## src/rtl/incl.vh

```
// Shared header: platform width macros and the fc_pe_ctrl state encodings.
`ifndef FC_INCL_VH
`define FC_INCL_VH

// Width of the DDR AXI-stream data path; one byte of it per PE column.
`define DDR_AXIS_DATA_WIDTH 64

// fc_pe_ctrl FSM state encodings.
`define FC_PE_ST_IDLE  2'd0
`define FC_PE_ST_RUN   2'd1
`define FC_PE_ST_DRAIN 2'd2
`define FC_PE_ST_DONE  2'd3

`endif

```

## src/rtl/fc_pe_ctrl_pkg.sv

```systemverilog
// Types and constants shared by the fc_pe_ctrl sources.
`include "incl.vh"

package fc_pe_ctrl_pkg;

    // Job sequencer states; encodings come from the shared header.
    typedef enum logic [1:0] {
        ST_IDLE  = `FC_PE_ST_IDLE,
        ST_RUN   = `FC_PE_ST_RUN,
        ST_DRAIN = `FC_PE_ST_DRAIN,
        ST_DONE  = `FC_PE_ST_DONE
    } state_t;

    // Activation / weight element width.
    localparam int ELEM_W = 9;
    // Number of tile flags carried alongside each beat.
    localparam int FLAG_W = 3;

endpackage

```

## src/rtl/fc_pe_ctrl_perf.sv

```systemverilog
// Saturating busy / stall cycle counters for fc_pe_ctrl.
// Only present when FC_PE_CTRL_PERF_EN is defined.
`ifdef FC_PE_CTRL_PERF_EN
module fc_pe_ctrl_perf (
    input  logic        clk,
    input  logic        rst,
    input  logic        clr,
    input  logic        busy_in,
    input  logic        stall_in,
    output logic [31:0] busy_cyc,
    output logic [31:0] stall_cyc
);

    // Count qualifying cycles, holding at all-ones; a job start clears both.
    always_ff @(posedge clk or posedge rst) begin
        if (rst) begin
            busy_cyc  <= '0;
            stall_cyc <= '0;
        end else if (clr) begin
            busy_cyc  <= '0;
            stall_cyc <= '0;
        end else begin
            if (busy_in && (busy_cyc != '1))   busy_cyc  <= busy_cyc + 32'd1;
            if (stall_in && (stall_cyc != '1)) stall_cyc <= stall_cyc + 32'd1;
        end
    end

endmodule
`endif

```

## src/rtl/shift_reg.sv

```systemverilog
// Fixed-depth delay line with asynchronous clear of every stage.
module shift_reg #(
    parameter int WIDTH = 1,
    parameter int DEPTH = 2
) (
    input  logic             clk,
    input  logic             rst,
    input  logic [WIDTH-1:0] din,
    output logic [WIDTH-1:0] dout
);

    logic [WIDTH-1:0] stage [DEPTH];

    // Shift din through DEPTH registers; reset empties the whole line.
    always_ff @(posedge clk or posedge rst) begin
        if (rst) begin
            for (int i = 0; i < DEPTH; i++) stage[i] <= '0;
        end else begin
            stage[0] <= din;
            for (int i = 1; i < DEPTH; i++) stage[i] <= stage[i-1];
        end
    end

    assign dout = stage[DEPTH-1];

endmodule

```

## src/rtl/fc_pe_ctrl.sv

```systemverilog
// Fully-connected layer PE controller: streams n_x weight beats per tile for
// n_tiles tiles, reads the matching activation from the x-buffer and presents
// both, with tile flags, to the PE array two cycles after each accepted beat.
// Optional FC_PE_CTRL_PERF_EN adds perf_busy_cyc / perf_stall_cyc counters.
`include "incl.vh"

module fc_pe_ctrl
    import fc_pe_ctrl_pkg::*;
#(
    parameter int PE_NUM = `DDR_AXIS_DATA_WIDTH / 8,
    parameter int CNT_W  = 16
) (
    input  logic                     clk,
    input  logic                     rst,
    input  logic                     start,
    input  logic [CNT_W-1:0]         cfg_n_x,
    input  logic [CNT_W-1:0]         cfg_n_tiles,
    output logic                     busy,
    output logic                     done,
    input  logic [PE_NUM*ELEM_W-1:0] w_data,
    input  logic                     w_valid,
    output logic                     w_ready,
    output logic                     x_rd_en,
    output logic [CNT_W-1:0]         x_rd_addr,
    input  logic [ELEM_W-1:0]        x_rd_data,
    output logic [ELEM_W-1:0]        mat_x,
    output logic [PE_NUM*ELEM_W-1:0] mat_w,
    output logic                     mat_begin,
    output logic                     mat_end,
    output logic                     mat_end_last,
    input  logic                     mat_y_last
`ifdef FC_PE_CTRL_PERF_EN
    ,
    output logic [31:0]              perf_busy_cyc,
    output logic [31:0]              perf_stall_cyc
`endif
);

    // Weight handshake: a beat transfers in every cycle where w_valid && w_ready.
    // The source holds w_data stable while w_valid is high and w_ready is low;
    // w_ready is high for the whole RUN state and never depends on w_valid.

    localparam int PIPE_W = FLAG_W + PE_NUM * ELEM_W;
    localparam logic [CNT_W-1:0] CNT_ONE = {{(CNT_W-1){1'b0}}, 1'b1};

    state_t             state, state_nxt;
    logic [CNT_W-1:0]   k, t, n_x_q, n_tiles_q;
    logic               start_ok, hs, first_k, last_k, last_t, x_vld;
    logic [PIPE_W-1:0]  pipe_in, pipe_out;

    assign start_ok = start && (state == ST_IDLE);
    assign hs       = w_valid && (state == ST_RUN);
    assign first_k  = (k == '0);
    assign last_k   = (k == n_x_q - CNT_ONE);
    assign last_t   = (t == n_tiles_q - CNT_ONE);

    assign busy      = (state == ST_RUN) || (state == ST_DRAIN);
    assign done      = (state == ST_DONE);
    assign w_ready   = (state == ST_RUN);
    assign x_rd_en   = hs;
    assign x_rd_addr = k;

    // State register.
    always_ff @(posedge clk or posedge rst) begin
        if (rst) state <= ST_IDLE;
        else     state <= state_nxt;
    end

    // Next-state logic; a zero-sized job skips straight to DONE.
    always_comb begin
        state_nxt = state;
        case (state)
            ST_IDLE: begin
                if (start) begin
                    if ((cfg_n_x != '0) && (cfg_n_tiles != '0)) state_nxt = ST_RUN;
                    else                                        state_nxt = ST_DONE;
                end
            end
            ST_RUN:   if (hs && last_k && last_t) state_nxt = ST_DRAIN;
            ST_DRAIN: if (mat_y_last) state_nxt = ST_DONE;
            ST_DONE:  state_nxt = ST_IDLE;
            default:  state_nxt = ST_IDLE;
        endcase
    end

    // Latch the job size on start and walk beat/tile indices per accepted beat.
    always_ff @(posedge clk or posedge rst) begin
        if (rst) begin
            k         <= '0;
            t         <= '0;
            n_x_q     <= '0;
            n_tiles_q <= '0;
        end else if (start_ok) begin
            k         <= '0;
            t         <= '0;
            n_x_q     <= cfg_n_x;
            n_tiles_q <= cfg_n_tiles;
        end else if (hs) begin
            if (last_k) begin
                k <= '0;
                t <= t + CNT_ONE;
            end else begin
                k <= k + CNT_ONE;
            end
        end
    end

    // Beat payload for the PE array; zeros form a harmless bubble on stalls.
    always_comb begin
        pipe_in = '0;
        if (hs) pipe_in = {first_k, last_k, last_k && last_t, w_data};
    end

    // Two register stages line weights and flags up with the x-buffer read.
    shift_reg #(.WIDTH(PIPE_W), .DEPTH(2)) u_align (
        .clk  (clk),
        .rst  (rst),
        .din  (pipe_in),
        .dout (pipe_out)
    );

    // Marks the cycle in which x_rd_data carries a requested activation.
    shift_reg #(.WIDTH(1), .DEPTH(1)) u_x_vld (
        .clk  (clk),
        .rst  (rst),
        .din  (hs),
        .dout (x_vld)
    );

    assign {mat_begin, mat_end, mat_end_last, mat_w} = pipe_out;

    // Register the activation only when it belongs to an accepted beat.
    always_ff @(posedge clk or posedge rst) begin
        if (rst)        mat_x <= '0;
        else if (x_vld) mat_x <= x_rd_data;
        else            mat_x <= '0;
    end

`ifdef FC_PE_CTRL_PERF_EN
    fc_pe_ctrl_perf u_perf (
        .clk       (clk),
        .rst       (rst),
        .clr       (start_ok),
        .busy_in   (busy),
        .stall_in  ((state == ST_RUN) && !w_valid),
        .busy_cyc  (perf_busy_cyc),
        .stall_cyc (perf_stall_cyc)
    );
`endif

endmodule

```

## config.mk

```make
export PLATFORM = sky130hd
export DESIGN_NAME = fc_pe_ctrl
export DESIGN_NICKNAME = d
export VERILOG_FILES = /design/src/rtl/fc_pe_ctrl_pkg.sv /design/src/rtl/fc_pe_ctrl_perf.sv /design/src/rtl/shift_reg.sv /design/src/rtl/fc_pe_ctrl.sv
export VERILOG_INCLUDE_DIRS = /design/src /design/src/rtl
export SDC_FILE = /design/constraint.sdc
export NUM_CORES = 1
export LEC_CHECK = 0
export BUFFER_PORTS_ARGS = -buffer_cell sky130_fd_sc_hd__buf_2
export CAP_MARGIN = 25
export CORE_ASPECT_RATIO = 0.75
export CORE_MARGIN = 2
export CORE_UTILIZATION = 55
export DETAILED_ROUTE_END_ITERATION = 6
export GPL_ROUTABILITY_DRIVEN = 0
export PLACE_DENSITY = 0.82
export SETUP_SLACK_MARGIN = 0.3
export SLEW_MARGIN = 20
export SYNTH_ARGS = -nofsm -noshare
export SYNTH_HDL_FRONTEND = slang
export SYNTH_SLANG_ARGS = --single-unit
export TNS_END_PERCENT = 20
```

## constraint.sdc

```tcl
create_clock -name clk -period 15.88 [get_ports clk]
set_input_delay 3.176 -clock clk [delete_from_list [all_inputs] [get_ports clk]]
set_output_delay 3.176 -clock clk [all_outputs]
set_load 0.02 [all_outputs]
```

# After elaboration in Yosys (flattened, before gate mapping)
# Cells that the tools add are included.
# totals
register_bits,226
latch_bits,0
ram_bits,0
rom_bits,0
out_inout_bits,104
elab_cells,49
memories,0
# classes
n_addsub,4
multipliers,0
n_div,0
magnitude_cmp,0
n_eq_ne,8
shifts,0
muxes,13
bitwise_logic,0
reduce_logical,15
# op_table
op,count
16-bit 2-to-1 mux,6
75-bit 2-to-1 mux,1
16-bit by 1-bit adder with 16-bit output (second input constant),2
16-bit == test,2
16-bit nonzero test,2
16-bit by 1-bit subtractor with 16-bit output (second input constant),2
16-bit zero test,1
9-bit 2-to-1 mux,1
2-bit 2-to-1 mux,4
2-bit one-hot mux with 4 select lines,1
1-bit logical AND,6
2-bit == test (second input constant),2
2-bit != test (second input constant),2
2-bit nonzero test,2
3-bit AND reduction,1
2-bit by 1-bit == test with 1-bit output (second input constant),1
2-bit zero test,1
2-bit by 1-bit != test with 1-bit output (second input constant),1
2-bit AND reduction,1
1-bit logical OR,1

# Longest topological paths before layout
# Gate-level depths: netlist of the first run.
# logic_depth
ltp_word,6
ltp_mapped,12
ltp_nobuf,11

# By module
# A second synthesis of the first run with hierarchy kept.
# hier_totals
hier_cells,845
hier_area_um2,9451.6
# modules_own_cells
module,instances,cells_per_inst,area_each_um2,seq_area_each_um2
fc_pe_ctrl,1,617,5102.4,1876.8
shift_reg at u_align,1,226,4320.4,3753.6
shift_reg at u_x_vld,1,2,28.8,25.0

# Least setup slack after synthesis of the first run
# OpenSTA, ideal clock, no wires.
# synth_path
path_type,input-to-output
startpoint,input w_valid
endpoint,output x_rd_en
arrival_time_ps,3797
required_time_ps,12704
setup_slack_ps,8907
stages,3
path_buffers,1
path_cell_list,clkbuf_1 > nand2_1 > inv_1
# synth_between
elab_chain_len,1
# synth_lines
element,line,source
"start, declared",fc_pe_ctrl.sv:21,"input logic w_valid,"
1-bit logical AND,fc_pe_ctrl.sv:52,assign hs = w_valid && (state == ST_RUN);
"end, declared",fc_pe_ctrl.sv:23,"output logic x_rd_en,"
# Every way passes these cells.

# Worst setup path after layout of the first run
# Ends and elaborated chain as after synthesis.

==> run_summary.xml, run 1 <==
<?xml version="1.0" encoding="UTF-8"?>
<metrics>
  <group name="routing">
    <metric name="dr.pass1.iters" unit="">4</metric>
    <metric name="wirelength" unit="um">20300</metric>
    <metric name="route.antenna.remaining_nets" unit="">0</metric>
    <metric name="drtIter0Drc" unit="">349</metric>
    <metric name="viasPerCell" unit="">5.32</metric>
    <metric name="num_vias" unit="">6391</metric>
    <metric name="detail_route.drc_violations" unit="">0</metric>
    <metric name="wire_per_inst" unit="um">16.9</metric>
  </group>
  <group name="critical_path">
    <metric name="timing.critical_path.to_type" unit="">primary output</metric>
    <metric name="timing.critical_path.arrival" unit="ps">4040</metric>
    <metric name="required" unit="ps">12700</metric>
    <metric name="cp_max_fo" unit="">12</metric>
    <metric name="r2r.worst_path.cells" unit="">10</metric>
    <metric name="criticalPathCategory" unit="">in -&gt; out</metric>
    <metric name="r2r-end" unit="">t[7]</metric>
    <metric name="crit-reg2reg-launch" unit="">n_x_q[0]</metric>
    <metric name="r2r_setup_slack" unit="ps">12490</metric>
    <metric name="start_kind" unit="">input port</metric>
    <metric name="critical_path.startpoint" unit="">w_valid</metric>
    <metric name="timing.critical_path.to" unit="">x_rd_en</metric>
  </group>
  <group name="synth">
    <metric name="synth_area_leaders" unit="">sky130_fd_sc_hd__dfrtp_1 (60%), sky130_fd_sc_hd__and3_1 (5.9%), sky130_fd_sc_hd__buf_4 (5.8%)</metric>
    <metric name="synth_sequential_area_ratio" unit="%">60.3</metric>
    <metric name="postSynthAreaPerCell" unit="um^2">11.3</metric>
    <metric name="synth.yosys.warnings" unit="">0</metric>
    <metric name="synth_top_flop_cell" unit="">sky130_fd_sc_hd__dfrtp_1</metric>
    <metric name="syn_area" unit="um^2">9370</metric>
    <metric name="netlist_instances" unit="">831</metric>
    <metric name="synth_enable_flop_cells" unit="">0</metric>
    <metric name="share_of_the_synthesized_area_in_the_top_cell_type" unit="%">60.3</metric>
    <metric name="synth_area_leader_cell" unit="">sky130_fd_sc_hd__dfrtp_1</metric>
    <metric name="synth-async-reset-ratio" unit="%">100</metric>
    <metric name="number_of_storage_elements_in_the_synthesis_netlist" unit="">226</metric>
    <metric name="synth.net_count" unit="">959</metric>
    <metric name="yosysUniqueCellTypes" unit="">56</metric>
  </group>
  <group name="grt">
    <metric name="grt_first_pass_wirelength" unit="um">31600</metric>
    <metric name="grt_max_degree" unit="">147</metric>
    <metric name="globalRoute.totalOverflow" unit="">0</metric>
    <metric name="grt_usage" unit="%">22.1</metric>
    <metric name="via_count_of_the_first_global_routing_pass" unit="">5959</metric>
    <metric name="grt_antenna_before_repair" unit="">0</metric>
  </group>
  <group name="placed_design">
    <metric name="place.detailed.hpwl" unit="um">13500</metric>
    <metric name="dpl.cell_count" unit="">1160</metric>
    <metric name="portBuffers" unit="">221</metric>
    <metric name="placed_cell_area" unit="um^2">10100</metric>
  </group>
  <group name="clock_network">
    <metric name="ctsHtreeMaxLevel" unit="">1</metric>
    <metric name="cts_tree" unit="">built</metric>
    <metric name="cts_max_path_buffers" unit="">3</metric>
    <metric name="post_cts_hold_buffer_count" unit="">0</metric>
    <metric name="cts.clk_slew.worst_paths" unit="ps">60</metric>
    <metric name="clkLatencyLatePin" unit="ps">500</metric>
    <metric name="cts_buffers" unit="">22</metric>
    <metric name="clock_sink_count" unit="">226</metric>
    <metric name="post_cts_resized" unit="">0</metric>
    <metric name="post-cts-setup-buffer-count" unit="">0</metric>
    <metric name="clockRootBuffer" unit="">sky130_fd_sc_hd__clkbuf_16</metric>
  </group>
  <group name="worst_hold_path">
    <metric name="timing.hold.worst.class" unit="">reg -&gt; reg</metric>
  </group>
  <group name="cells_and_area">
    <metric name="drive_above_1_share" unit="%">27.3</metric>
    <metric name="num_antenna_cells" unit="">0</metric>
    <metric name="final_common_cell" unit="">sky130_fd_sc_hd__dfrtp_1</metric>
    <metric name="finish.cell_count_without_fillers" unit="">1201</metric>
    <metric name="flip_flop_and_latch_area" unit="um^2">5660</metric>
    <metric name="fill_cells" unit="">1268</metric>
    <metric name="multiInputGateArea" unit="um^2">2950</metric>
    <metric name="design_area" unit="um^2">10800</metric>
    <metric name="nNetsFinal" unit="">1100</metric>
    <metric name="synthToLayoutAreaGrowth" unit="%">15.4</metric>
    <metric name="final_cell_mix" unit="">sky130_fd_sc_hd__dfrtp_1 (226), sky130_fd_sc_hd__buf_2 (221), sky130_fd_sc_hd__nand2_1 (100), sky130_fd_sc_hd__and3_1 (88), sky130_fd_sc_hd__xnor2_1 (32)</metric>
  </group>
  <group name="status">
    <metric name="run_status" unit="">finished, final reports clean</metric>
  </group>
  <group name="job">
    <metric name="max-cap-violations" unit="">0</metric>
  </group>
  <group name="timing">
    <metric name="fin_worst_skew" unit="ps">11.1</metric>
    <metric name="final-max-slew-violation-count" unit="">0</metric>
    <metric name="finalWorstPathRequiredPeriod" unit="ps">7220</metric>
    <metric name="max_freq" unit="MHz">139</metric>
    <metric name="slew_worst_pin" unit="ps">724</metric>
    <metric name="finalCritPeriodShare" unit="%">45.4</metric>
    <metric name="timing.max_slew.rel_slack" unit="%">51.7</metric>
    <metric name="setup-tns-final" unit="ps">0</metric>
    <metric name="grt_setup_unrepaired" unit="">false</metric>
    <metric name="hold_viol_final" unit="">0</metric>
    <metric name="setup_viol" unit="">0</metric>
  </group>
  <group name="die">
    <metric name="floorplan.die_area" unit="um^2">18100</metric>
    <metric name="placement_rows" unit="">41</metric>
    <metric name="die_height" unit="um">117</metric>
    <metric name="io_pins" unit="">222</metric>
    <metric name="core_region_area" unit="um^2">16800</metric>
    <metric name="start_util" unit="%">55.9</metric>
    <metric name="die_width" unit="um">155</metric>
  </group>
  <group name="pwr">
    <metric name="max-vdd-ir-drop" unit="V">0.0000974</metric>
    <metric name="power-per-cell-area" unit="nW/um^2">159</metric>
    <metric name="leakage" unit="nW">5.91</metric>
  </group>
</metrics>
-- where the power goes --
part,switching (mW),internal (mW)
logic,0.295,0.183
clock network,0.210,0.276
registers,0.0817,0.677
-- cell usage after synthesis (3+ instances only) --
library cell	number
sky130_fd_sc_hd__nor3b_1	7
sky130_fd_sc_hd__nand2_1	100
sky130_fd_sc_hd__a21oi_1	23
sky130_fd_sc_hd__or4_1	5
sky130_fd_sc_hd__xnor2_1	32
sky130_fd_sc_hd__dfrtp_1	226
sky130_fd_sc_hd__a31oi_1	13
sky130_fd_sc_hd__ha_1	10
sky130_fd_sc_hd__nand4_1	8
sky130_fd_sc_hd__nand2b_1	12
sky130_fd_sc_hd__and2_1	11
sky130_fd_sc_hd__nor4b_1	3
sky130_fd_sc_hd__or3_1	11
sky130_fd_sc_hd__o21ai_0	16
sky130_fd_sc_hd__clkbuf_1	34
sky130_fd_sc_hd__nand3_1	14
sky130_fd_sc_hd__nor2_1	30
sky130_fd_sc_hd__nor4_1	22
sky130_fd_sc_hd__xor2_1	23
sky130_fd_sc_hd__and3_1	88
sky130_fd_sc_hd__nor3_1	6
sky130_fd_sc_hd__buf_4	73
sky130_fd_sc_hd__mux2i_1	7
sky130_fd_sc_hd__inv_1	17
-- metal layers --
| metal | track usage [%] | up-vias | wire length, um |
|---|---|---|---|
| li1 | - | 3044 | - |
| met1 | 32.3 | 3065 | 9180 |
| met2 | 35.2 | 255 | 9480 |
| met3 | 3.83 | 27 | 1320 |
| met4 | 5.25 | 0 | 334 |
| met5 | 0 | - | 0 |
-- cells by family (layout without fill, tap and decap cells) --
| kind of cell | count (synthesis) | in the layout | synth area share [%] |
|---|---|---|---|
| buffers and inverters | 128 | 283 | 8.24 |
| AO/OA/AOI/OAI | 73 | 73 | 4.79 |
| AND/OR/NAND/NOR | 332 | 332 | 19.4 |
| adder cells (fa/ha/maj) | 10 | 10 | 1.33 |
| multiplexers | 7 | 7 | 0.748 |
| flip-flops | 226 | 226 | 60.3 |
| XOR/XNOR | 55 | 55 | 5.14 |
-- registers in the layout, indices dropped and copies added (netlist names) --
signal / flops
x_rd_addr: 16
state: 2
n_tiles_q: 16
t: 16
mat_x: 9
n_x_q: 16
u_x_vld.dout: 1
u_align.dout: 75
u_align.stage: 75
-- final cells by class --
type	count	area share, %
well taps	215	2.49
clock inverters	4	0.312
clock buffers	34	5.88
multi-input cells	477	27.3
repair buffers	228	11.1
flip-flops and latches	226	52.3
inverters	17	0.659
-- worst min path at each step --
stage	from	to	slack [ps]	cells after the start
final	u_align.stage[108]	u_align.dout[33]	340	0
after global routing	u_align.stage[123]	u_align.dout[48]	350	0
after CTS	u_align.stage[149]	u_align.dout[74]	350	0
after detailed placement	u_align.stage[91]	u_align.dout[16]	330	0
after global placement	u_align.stage[132]	u_align.dout[57]	330	0
after floorplan	u_align.stage[75]	u_align.dout[0]	330	0
-- critical path, cell delays in order --
cell,delay [ps]
sky130_fd_sc_hd__buf_2,220
sky130_fd_sc_hd__nand2_1,160
sky130_fd_sc_hd__inv_1,240
sky130_fd_sc_hd__buf_2,240
-- stage by stage --
stage               worst slack, ps  total power [mW]  utilization, %  hold WS [ps]
detailed placement             8020              1.23            60.1           335
global route                   8600              1.82            64.5           351
floorplan                      6510              1.13               -           331
CTS                            8000              1.72            64.1           348
global placement               8020              1.22            60.1           332
finish                         8660              1.72            64.5           341
Power figures use the tool's default switching activity.
==> run 2: changes to the inputs <==
Settings changed: ABC_AREA from default to 1, CORE_UTILIZATION 55 to 49, PLACE_DENSITY 0.82 to 0.76.
Clock period 15.88 ns to 6.2 ns, I/O delays scaled along.
==> run 2 against run 1 <==
  * Via count up 17%
  * Synthesized cell count grew 35%
  * Clock-buffer cell count shrank 1
  * First-iteration DRC count up 79%
  * Die area up 22%
  * Wire length is 6.3% higher
  * Non-clock buffer count decreased by 3
  * Final cell count increased by 31%
  * Sequential power grew to 2.6 times the previous value
  * Power rose to 2.9 times the previous value
  * Flip-flop and latch count unchanged
  * Register-to-register slack got worse by 9000 ps
  * Largest power group unchanged
==> run_summary.xml, run 2 <==
<?xml version="1.0" encoding="UTF-8"?>
<metrics>
  <group name="status">
    <metric name="run_status" unit="">finished, final reports clean</metric>
  </group>
  <group name="synth">
    <metric name="number_of_storage_elements_in_the_synthesis_netlist" unit="">226</metric>
    <metric name="synth-async-reset-ratio" unit="%">100</metric>
    <metric name="yosys.cell_count.top_type" unit="">sky130_fd_sc_hd__dfrtp_1</metric>
    <metric name="share_of_the_synthesized_area_in_the_top_cell_type" unit="%">55.0</metric>
    <metric name="synth_top_flop_cell" unit="">sky130_fd_sc_hd__dfrtp_1</metric>
    <metric name="synthXorXnorAreaFrac" unit="%">5.01</metric>
    <metric name="synth.net_count" unit="">1252</metric>
    <metric name="synthTopCellsByCount" unit="">sky130_fd_sc_hd__dfrtp_1 (226), sky130_fd_sc_hd__nand2_1 (183), sky130_fd_sc_hd__inv_1 (181), sky130_fd_sc_hd__nor2_1 (144), sky130_fd_sc_hd__buf_4 (73)</metric>
    <metric name="synth-adder-area-share" unit="%">1.22</metric>
    <metric name="postSynthAreaPerCell" unit="um^2">9.15</metric>
    <metric name="synth_sequential_area_ratio" unit="%">55.0</metric>
    <metric name="complex_gate_fraction_of_the_synthesized_area" unit="%">4.17</metric>
    <metric name="synth.yosys.warnings" unit="">0</metric>
    <metric name="netlist_instances" unit="">1124</metric>
    <metric name="synth_area_leaders" unit="">sky130_fd_sc_hd__dfrtp_1 (55%), sky130_fd_sc_hd__nand2_1 (6.7%), sky130_fd_sc_hd__inv_1 (6.6%)</metric>
    <metric name="synthMuxAreaShare" unit="%">0</metric>
    <metric name="synth_area_leader_cell" unit="">sky130_fd_sc_hd__dfrtp_1</metric>
    <metric name="yosysUniqueCellTypes" unit="">42</metric>
    <metric name="main_combinational_cell_family_by_area_after_synthesis" unit="">simple AND/OR/NAND/NOR gates</metric>
    <metric name="syn_area" unit="um^2">10300</metric>
    <metric name="synth_enable_flop_cells" unit="">0</metric>
    <metric name="synth_simple_gate_area_share" unit="%">21.3</metric>
  </group>
  <group name="timing">
    <metric name="fin_hold_ws" unit="ps">345</metric>
    <metric name="max_freq" unit="MHz">258</metric>
    <metric name="hold_viol_final" unit="">0</metric>
    <metric name="timing.max_slew.rel_slack" unit="%">43.2</metric>
    <metric name="finalCritPeriodShare" unit="%">62.5</metric>
    <metric name="setup_viol" unit="">0</metric>
    <metric name="final-max-slew-violation-count" unit="">0</metric>
    <metric name="grt_setup_unrepaired" unit="">false</metric>
    <metric name="setup-tns-final" unit="ps">0</metric>
    <metric name="finalWorstPathRequiredPeriod" unit="ps">3870</metric>
    <metric name="fin_worst_skew" unit="ps">9.21</metric>
    <metric name="slew_worst_pin" unit="ps">853</metric>
  </group>
  <group name="critical_path">
    <metric name="critical_path.startpoint" unit="">w_valid</metric>
    <metric name="critPathMaxStageDelay" unit="ps">610</metric>
    <metric name="criticalPathCategory" unit="">in -&gt; out</metric>
    <metric name="required" unit="ps">4960</metric>
    <metric name="critical-path-top-cell-by-count" unit="">sky130_fd_sc_hd__buf_2</metric>
    <metric name="r2r.worst_path.cells" unit="">8</metric>
    <metric name="cp_max_fo" unit="">78</metric>
    <metric name="timing.critical_path.to_type" unit="">primary output</metric>
    <metric name="r2r-end" unit="">x_rd_addr[14]</metric>
    <metric name="cpMaxStageDelayCell" unit="">sky130_fd_sc_hd__buf_4</metric>
    <metric name="crit-reg2reg-launch" unit="">state[0]</metric>
    <metric name="timing.critical_path.arrival" unit="ps">2630</metric>
    <metric name="start_kind" unit="">input port</metric>
    <metric name="path_cells" unit="">buf_2 &gt; nand2_2 &gt; buf_4 &gt; inv_1 &gt; buf_2</metric>
    <metric name="r2r_setup_slack" unit="ps">3450</metric>
  </group>
  <group name="clock_network">
    <metric name="cts.clk_slew.worst_paths" unit="ps">50</metric>
    <metric name="post_cts_resized" unit="">0</metric>
    <metric name="clkLatencyLatePin" unit="ps">510</metric>
    <metric name="cts_max_path_buffers" unit="">3</metric>
    <metric name="clockRootBuffer" unit="">sky130_fd_sc_hd__clkbuf_16</metric>
    <metric name="clock_sink_count" unit="">226</metric>
    <metric name="ctsHtreeMaxLevel" unit="">1</metric>
    <metric name="post-cts-setup-buffer-count" unit="">0</metric>
    <metric name="post_cts_hold_buffer_count" unit="">0</metric>
    <metric name="cts_buffers" unit="">24</metric>
    <metric name="cts_tree" unit="">built</metric>
  </group>
  <group name="cells_and_area">
    <metric name="drive_above_1_share" unit="%">24.8</metric>
    <metric name="final_cell_mix" unit="">sky130_fd_sc_hd__dfrtp_1 (226), sky130_fd_sc_hd__buf_2 (221), sky130_fd_sc_hd__nand2_1 (182), sky130_fd_sc_hd__inv_1 (180), sky130_fd_sc_hd__nor2_1 (144)</metric>
    <metric name="final_core_util" unit="%">58.4</metric>
    <metric name="finish.cell_count_without_fillers" unit="">1578</metric>
    <metric name="synthToLayoutAreaGrowth" unit="%">15.8</metric>
    <metric name="fill_cells" unit="">1770</metric>
    <metric name="flip_flop_and_latch_area" unit="um^2">5660</metric>
    <metric name="num_antenna_cells" unit="">0</metric>
    <metric name="final_common_cell" unit="">sky130_fd_sc_hd__dfrtp_1</metric>
    <metric name="nNetsFinal" unit="">1406</metric>
    <metric name="multiInputGateArea" unit="um^2">3260</metric>
  </group>
  <group name="placed_design">
    <metric name="place.detailed.hpwl" unit="um">15700</metric>
    <metric name="portBuffers" unit="">221</metric>
    <metric name="dpl.cell_count" unit="">1533</metric>
  </group>
  <group name="grt">
    <metric name="via_count_of_the_first_global_routing_pass" unit="">7106</metric>
    <metric name="grt_usage" unit="%">19.8</metric>
    <metric name="grt_max_degree" unit="">205</metric>
    <metric name="grt_first_pass_wirelength" unit="um">35100</metric>
    <metric name="grt_antenna_before_repair" unit="">0</metric>
    <metric name="globalRoute.totalOverflow" unit="">0</metric>
  </group>
  <group name="routing">
    <metric name="route.antenna.remaining_nets" unit="">0</metric>
    <metric name="viasPerCell" unit="">4.74</metric>
    <metric name="wirelength" unit="um">21600</metric>
    <metric name="drtIter0Drc" unit="">624</metric>
    <metric name="wire_per_inst" unit="um">13.7</metric>
    <metric name="dr.pass1.iters" unit="">5</metric>
    <metric name="num_vias" unit="">7473</metric>
    <metric name="detail_route.drc_violations" unit="">0</metric>
  </group>
  <group name="die">
    <metric name="die_width" unit="um">171</metric>
    <metric name="core_region_area" unit="um^2">20400</metric>
    <metric name="die_height" unit="um">129</metric>
    <metric name="io_pins" unit="">222</metric>
    <metric name="placement_rows" unit="">45</metric>
    <metric name="floorplan.die_area" unit="um^2">22200</metric>
    <metric name="start_util" unit="%">50.4</metric>
  </group>
  <group name="pwr">
    <metric name="power.share.sequential" unit="%">40.0</metric>
    <metric name="max-vdd-ir-drop" unit="V">0.000368</metric>
    <metric name="power-per-cell-area" unit="nW/um^2">421</metric>
    <metric name="p_switching" unit="mW">1.88</metric>
    <metric name="leakage" unit="nW">6.79</metric>
    <metric name="p_int" unit="mW">3.13</metric>
    <metric name="swShare" unit="%">37.5</metric>
    <metric name="power.share.clock" unit="%">27.5</metric>
    <metric name="combinationalPowerShare" unit="%">32.5</metric>
  </group>
  <group name="worst_hold_path">
    <metric name="worstHoldEndpoint" unit="">u_align.dout[53]</metric>
    <metric name="min_from" unit="">u_align.stage[128]</metric>
    <metric name="timing.hold.worst.class" unit="">reg -&gt; reg</metric>
    <metric name="whs_path_depth" unit="">0</metric>
  </group>
  <group name="job">
    <metric name="max-cap-violations" unit="">0</metric>
  </group>
</metrics>
[run 2: changes by cell type in the layout (fill, tap and decap cells not counted), moves of 13 or more]
cell,delta
sky130_fd_sc_hd__inv_1,+164
sky130_fd_sc_hd__nor2_1,+114
sky130_fd_sc_hd__and3_1,-88
sky130_fd_sc_hd__nand2_1,+82
sky130_fd_sc_hd__nand3_1,+44
sky130_fd_sc_hd__o21ai_0,+26
sky130_fd_sc_hd__nand2_2,+19
sky130_fd_sc_hd__nor4_1,-17
sky130_fd_sc_hd__xor2_1,+17
sky130_fd_sc_hd__a21oi_1,-16
sky130_fd_sc_hd__xnor2_1,-15
sky130_fd_sc_hd__a31oi_1,-13
[run 2: logic make-up (layout without fill, tap and decap cells)]
kind of cell,after synthesis,after routing
buffers and inverters,281,453
adder cells (fa/ha/maj),10,10
XOR/XNOR,58,58
AO/OA/AOI/OAI,75,75
AND/OR/NAND/NOR,474,474
flip-flops,226,226
[run 2: power groups by stage]
stage / Sequential (mW) / Combinational, mW / Clock, mW
global route: 2.04 / 1.83 / 1.48
finish: 2.01 / 1.63 / 1.38
floorplan: 1.97 / 1.36 / 0
CTS: 2.00 / 1.63 / 1.41
detailed placement: 2.03 / 1.62 / 0
global placement: 2.01 / 1.58 / 0
[run 2: how the worst max path moves through the flow]
stage	end	slack (ps)
floorplan	mat_x[0]	2010
global placement	x_rd_en	2270
detailed placement	x_rd_en	2250
CTS	x_rd_en	2240
global route	x_rd_en	2150
finish	x_rd_en	2330
[run 2: cell type report]
| class | count | area share (%) |
|---|---|---|
| clock inverters | 11 | 0.851 |
| well taps | 282 | 2.96 |
| flip-flops and latches | 226 | 47.5 |
| multi-input cells | 617 | 27.4 |
| clock buffers | 33 | 5.66 |
| repair buffers | 225 | 9.82 |
| inverters | 184 | 5.83 |
[run 2: critical path, delay by kind of cell]
family,cells,cell delay [ps]
buffers and inverters,4,1330
and+or+nand+nor,1,50
[run 2: per-stage QoR]
stage	power (mW)	cell area [um^2]	setup WS [ps]
after floorplan	3.33	10300	2010
after global placement	3.59	11100	2270
after detailed placement	3.65	11100	2250
after CTS	5.04	11900	2240
after global routing	5.36	11900	2150
final	5.01	11900	2330
[run 2: metal layers]
metal | global-route usage (%) | vias up | part of all wire, %
met5 | 0 | - | 0
met4 | 4.34 | 0 | 1.6
met3 | 3.94 | 30 | 8.4
met2 | 31.4 | 287 | 44
met1 | 28.6 | 3473 | 46
li1 | - | 3683 | -
==> run 3: changes to the inputs <==
Settings changed: CORE_UTILIZATION 49 to 55, PLACE_DENSITY 0.76 to 0.81.
Clock period 6.2 ns to 3.9 ns, I/O delays scaled along.
==> run 3 against run 2 <==
  * Design area fell by 0.35%
  * Wire length rose by 4.8%
  * Highest routed layer unchanged
  * Largest power group unchanged
  * Via count rose by 1.7%
  * Core utilization rose by 6.1 points
  * Setup slack got worse by 1100 ps
  * Die area fell by 11%
==> run_summary.xml, run 3 (synthesized netlist as in run 2, its figures left out) <==
<?xml version="1.0" encoding="UTF-8"?>
<metrics>
  <group name="die">
    <metric name="core_region_area" unit="um^2">18400</metric>
    <metric name="die_height" unit="um">122</metric>
    <metric name="start_util" unit="%">55.9</metric>
    <metric name="io_pins" unit="">222</metric>
    <metric name="placement_rows" unit="">43</metric>
    <metric name="die_width" unit="um">162</metric>
    <metric name="floorplan.die_area" unit="um^2">19800</metric>
  </group>
  <group name="placed_design">
    <metric name="portBuffers" unit="">221</metric>
    <metric name="place.detailed.hpwl" unit="um">16500</metric>
    <metric name="pre_cts_worst_setup_slack" unit="ps">1390</metric>
    <metric name="placed_cell_area" unit="um^2">11100</metric>
  </group>
  <group name="clock_network">
    <metric name="ctsHtreeMaxLevel" unit="">1</metric>
    <metric name="clockRootBuffer" unit="">sky130_fd_sc_hd__clkbuf_16</metric>
    <metric name="clkLatencyLatePin" unit="ps">510</metric>
    <metric name="clock_sink_count" unit="">226</metric>
    <metric name="cts_max_path_buffers" unit="">3</metric>
    <metric name="cts.clk_slew.worst_paths" unit="ps">60</metric>
    <metric name="cts_tree" unit="">built</metric>
    <metric name="cts_buffers" unit="">22</metric>
    <metric name="post_cts_resized" unit="">0</metric>
    <metric name="post-cts-setup-buffer-count" unit="">0</metric>
    <metric name="post_cts_hold_buffer_count" unit="">0</metric>
  </group>
  <group name="cells_and_area">
    <metric name="design_area" unit="um^2">11900</metric>
    <metric name="final_common_cell" unit="">sky130_fd_sc_hd__dfrtp_1</metric>
    <metric name="drive_above_1_share" unit="%">24.8</metric>
    <metric name="num_antenna_cells" unit="">0</metric>
    <metric name="final_cell_mix" unit="">sky130_fd_sc_hd__dfrtp_1 (226), sky130_fd_sc_hd__buf_2 (221), sky130_fd_sc_hd__nand2_1 (182), sky130_fd_sc_hd__inv_1 (180), sky130_fd_sc_hd__nor2_1 (144)</metric>
    <metric name="synthToLayoutAreaGrowth" unit="%">15.4</metric>
    <metric name="nNetsFinal" unit="">1412</metric>
  </group>
  <group name="critical_path">
    <metric name="start_kind" unit="">register</metric>
    <metric name="timing.critical_path.arrival" unit="ps">1910</metric>
    <metric name="path_cells" unit="">inv_1 &gt; ha_1 &gt; nand2_2 &gt; inv_1 &gt; buf_2</metric>
    <metric name="cpMaxStageDelayCell" unit="">sky130_fd_sc_hd__dfrtp_1</metric>
    <metric name="timing.critical_path.to_type" unit="">primary output</metric>
    <metric name="required" unit="ps">3120</metric>
    <metric name="cp_max_fo" unit="">6</metric>
    <metric name="critPathMaxStageDelay" unit="ps">430</metric>
    <metric name="criticalPathCategory" unit="">reg -&gt; out</metric>
    <metric name="critical-path-top-cell-by-count" unit="">sky130_fd_sc_hd__inv_1</metric>
  </group>
  <group name="timing">
    <metric name="fin_hold_ws" unit="ps">300</metric>
    <metric name="finalWorstPathRequiredPeriod" unit="ps">2690</metric>
    <metric name="hold_viol_final" unit="">0</metric>
    <metric name="slew_worst_pin" unit="ps">821</metric>
    <metric name="finalCritPeriodShare" unit="%">69.1</metric>
    <metric name="max_freq" unit="MHz">371</metric>
    <metric name="fin_worst_skew" unit="ps">10.5</metric>
    <metric name="postLayoutSetupSlackWorst" unit="ps">1210</metric>
    <metric name="timing.max_slew.rel_slack" unit="%">45.3</metric>
    <metric name="setup-tns-final" unit="ps">0</metric>
    <metric name="setup_viol" unit="">0</metric>
    <metric name="grt_setup_unrepaired" unit="">false</metric>
    <metric name="final-max-slew-violation-count" unit="">0</metric>
  </group>
  <group name="routing">
    <metric name="route.antenna.remaining_nets" unit="">0</metric>
    <metric name="detail_route.drc_violations" unit="">0</metric>
    <metric name="num_vias" unit="">7598</metric>
    <metric name="wire_per_inst" unit="um">14.6</metric>
    <metric name="viasPerCell" unit="">4.91</metric>
    <metric name="dr.pass1.iters" unit="">5</metric>
    <metric name="wirelength" unit="um">22600</metric>
    <metric name="drtIter0Drc" unit="">534</metric>
  </group>
  <group name="grt">
    <metric name="grt_usage" unit="%">23.5</metric>
    <metric name="via_count_of_the_first_global_routing_pass" unit="">7551</metric>
    <metric name="grt_first_pass_wirelength" unit="um">37000</metric>
    <metric name="globalRoute.totalOverflow" unit="">0</metric>
    <metric name="grt_max_degree" unit="">80</metric>
    <metric name="grt_antenna_before_repair" unit="">0</metric>
  </group>
  <group name="job">
    <metric name="max-cap-violations" unit="">0</metric>
  </group>
  <group name="pwr">
    <metric name="power.share.clock" unit="%">26.3</metric>
    <metric name="max-vdd-ir-drop" unit="V">0.000577</metric>
    <metric name="combinationalPowerShare" unit="%">33.0</metric>
    <metric name="finalPower" unit="mW">7.89</metric>
    <metric name="p_int" unit="mW">4.91</metric>
    <metric name="power.share.sequential" unit="%">40.7</metric>
    <metric name="p_switching" unit="mW">2.98</metric>
    <metric name="leakage" unit="nW">6.79</metric>
    <metric name="power-per-cell-area" unit="nW/um^2">665</metric>
    <metric name="swShare" unit="%">37.8</metric>
  </group>
  <group name="worst_hold_path">
    <metric name="timing.hold.worst.class" unit="">in -&gt; async</metric>
  </group>
  <group name="status">
    <metric name="run_status" unit="">finished, final reports clean</metric>
  </group>
</metrics>
run 3: changes by cell type in the layout (fill, tap and decap cells not counted), sizes merged:
cell | before | now
buf | 225 | 233
clkinv | 8 | 3
clkbuf | 33 | 34
inv | 184 | 183
run 3: worst max-delay path: cells and delay by family (launching register included):
family,cells,cell delay [ps]
adder cells (fa/ha/maj),1,290
buffers and inverters,3,610
flip-flops,1,430
AND/OR/NAND/NOR,1,70
run 3: path summary, 6_finish.rpt:
check                              startpoint               end  slack, ps  cells after the start
setup reg to reg                     state[1]     x_rd_addr[10]       1400                      6
min in group clk           u_align.stage[128]  u_align.dout[53]        340                      0
hold reg to reg            u_align.stage[128]  u_align.dout[53]        340                      0
hold / removal                            rst  u_align.dout[26]        300                      2
max in group asynchronous                 rst     x_rd_addr[14]       2860                      4
setup / recovery                     state[1]           x_rd_en       1210                      5
run 3: area by class of cell:
| class | count | area, um^2 |
|---|---|---|
| Sequential cell | 226 | 5660 |
| Timing Repair Buffer | 233 | 1230 |
| Inverter | 184 | 694 |
| Tap cell | 247 | 309 |
| Multi-Input combinational cell | 617 | 3260 |
| Fill cell | 1506 | 6540 |
| Clock inverter | 5 | 67.6 |
| Clock buffer | 34 | 646 |
run 3: power groups by stage:
stage	clock (mW)	sequential, mW	combinational [mW]
after floorplan	0	3.13	2.16
after global placement	0	3.21	2.49
after detailed placement	0	3.23	2.58
after CTS	2.12	3.20	2.59
after global routing	2.23	3.27	2.94
final	2.08	3.21	2.60
run 3: metrics by stage:
| stage | utilization (%) | cells |
|---|---|---|
| finish | 64.5 | 1546 |
| global route | 64.5 | 1546 |
| CTS | 64.4 | 1545 |
| detailed placement | 60.5 | 1506 |
| global placement | 60.5 | 1506 |
| floorplan | - | 1124 |
run 3: metal layers:
| layer | vias to the layer above | global-route usage (%) | wire length [um] | part of all wire, % |
|---|---|---|---|---|
| li1 | 3688 | - | - | - |
| met1 | 3592 | 31.8 | 10100 | 45 |
| met2 | 290 | 39.0 | 10400 | 46 |
| met3 | 28 | 5.31 | 1720 | 7.6 |
| met4 | 0 | 5.53 | 385 | 1.7 |
| met5 | - | 0 | 0 | 0 |
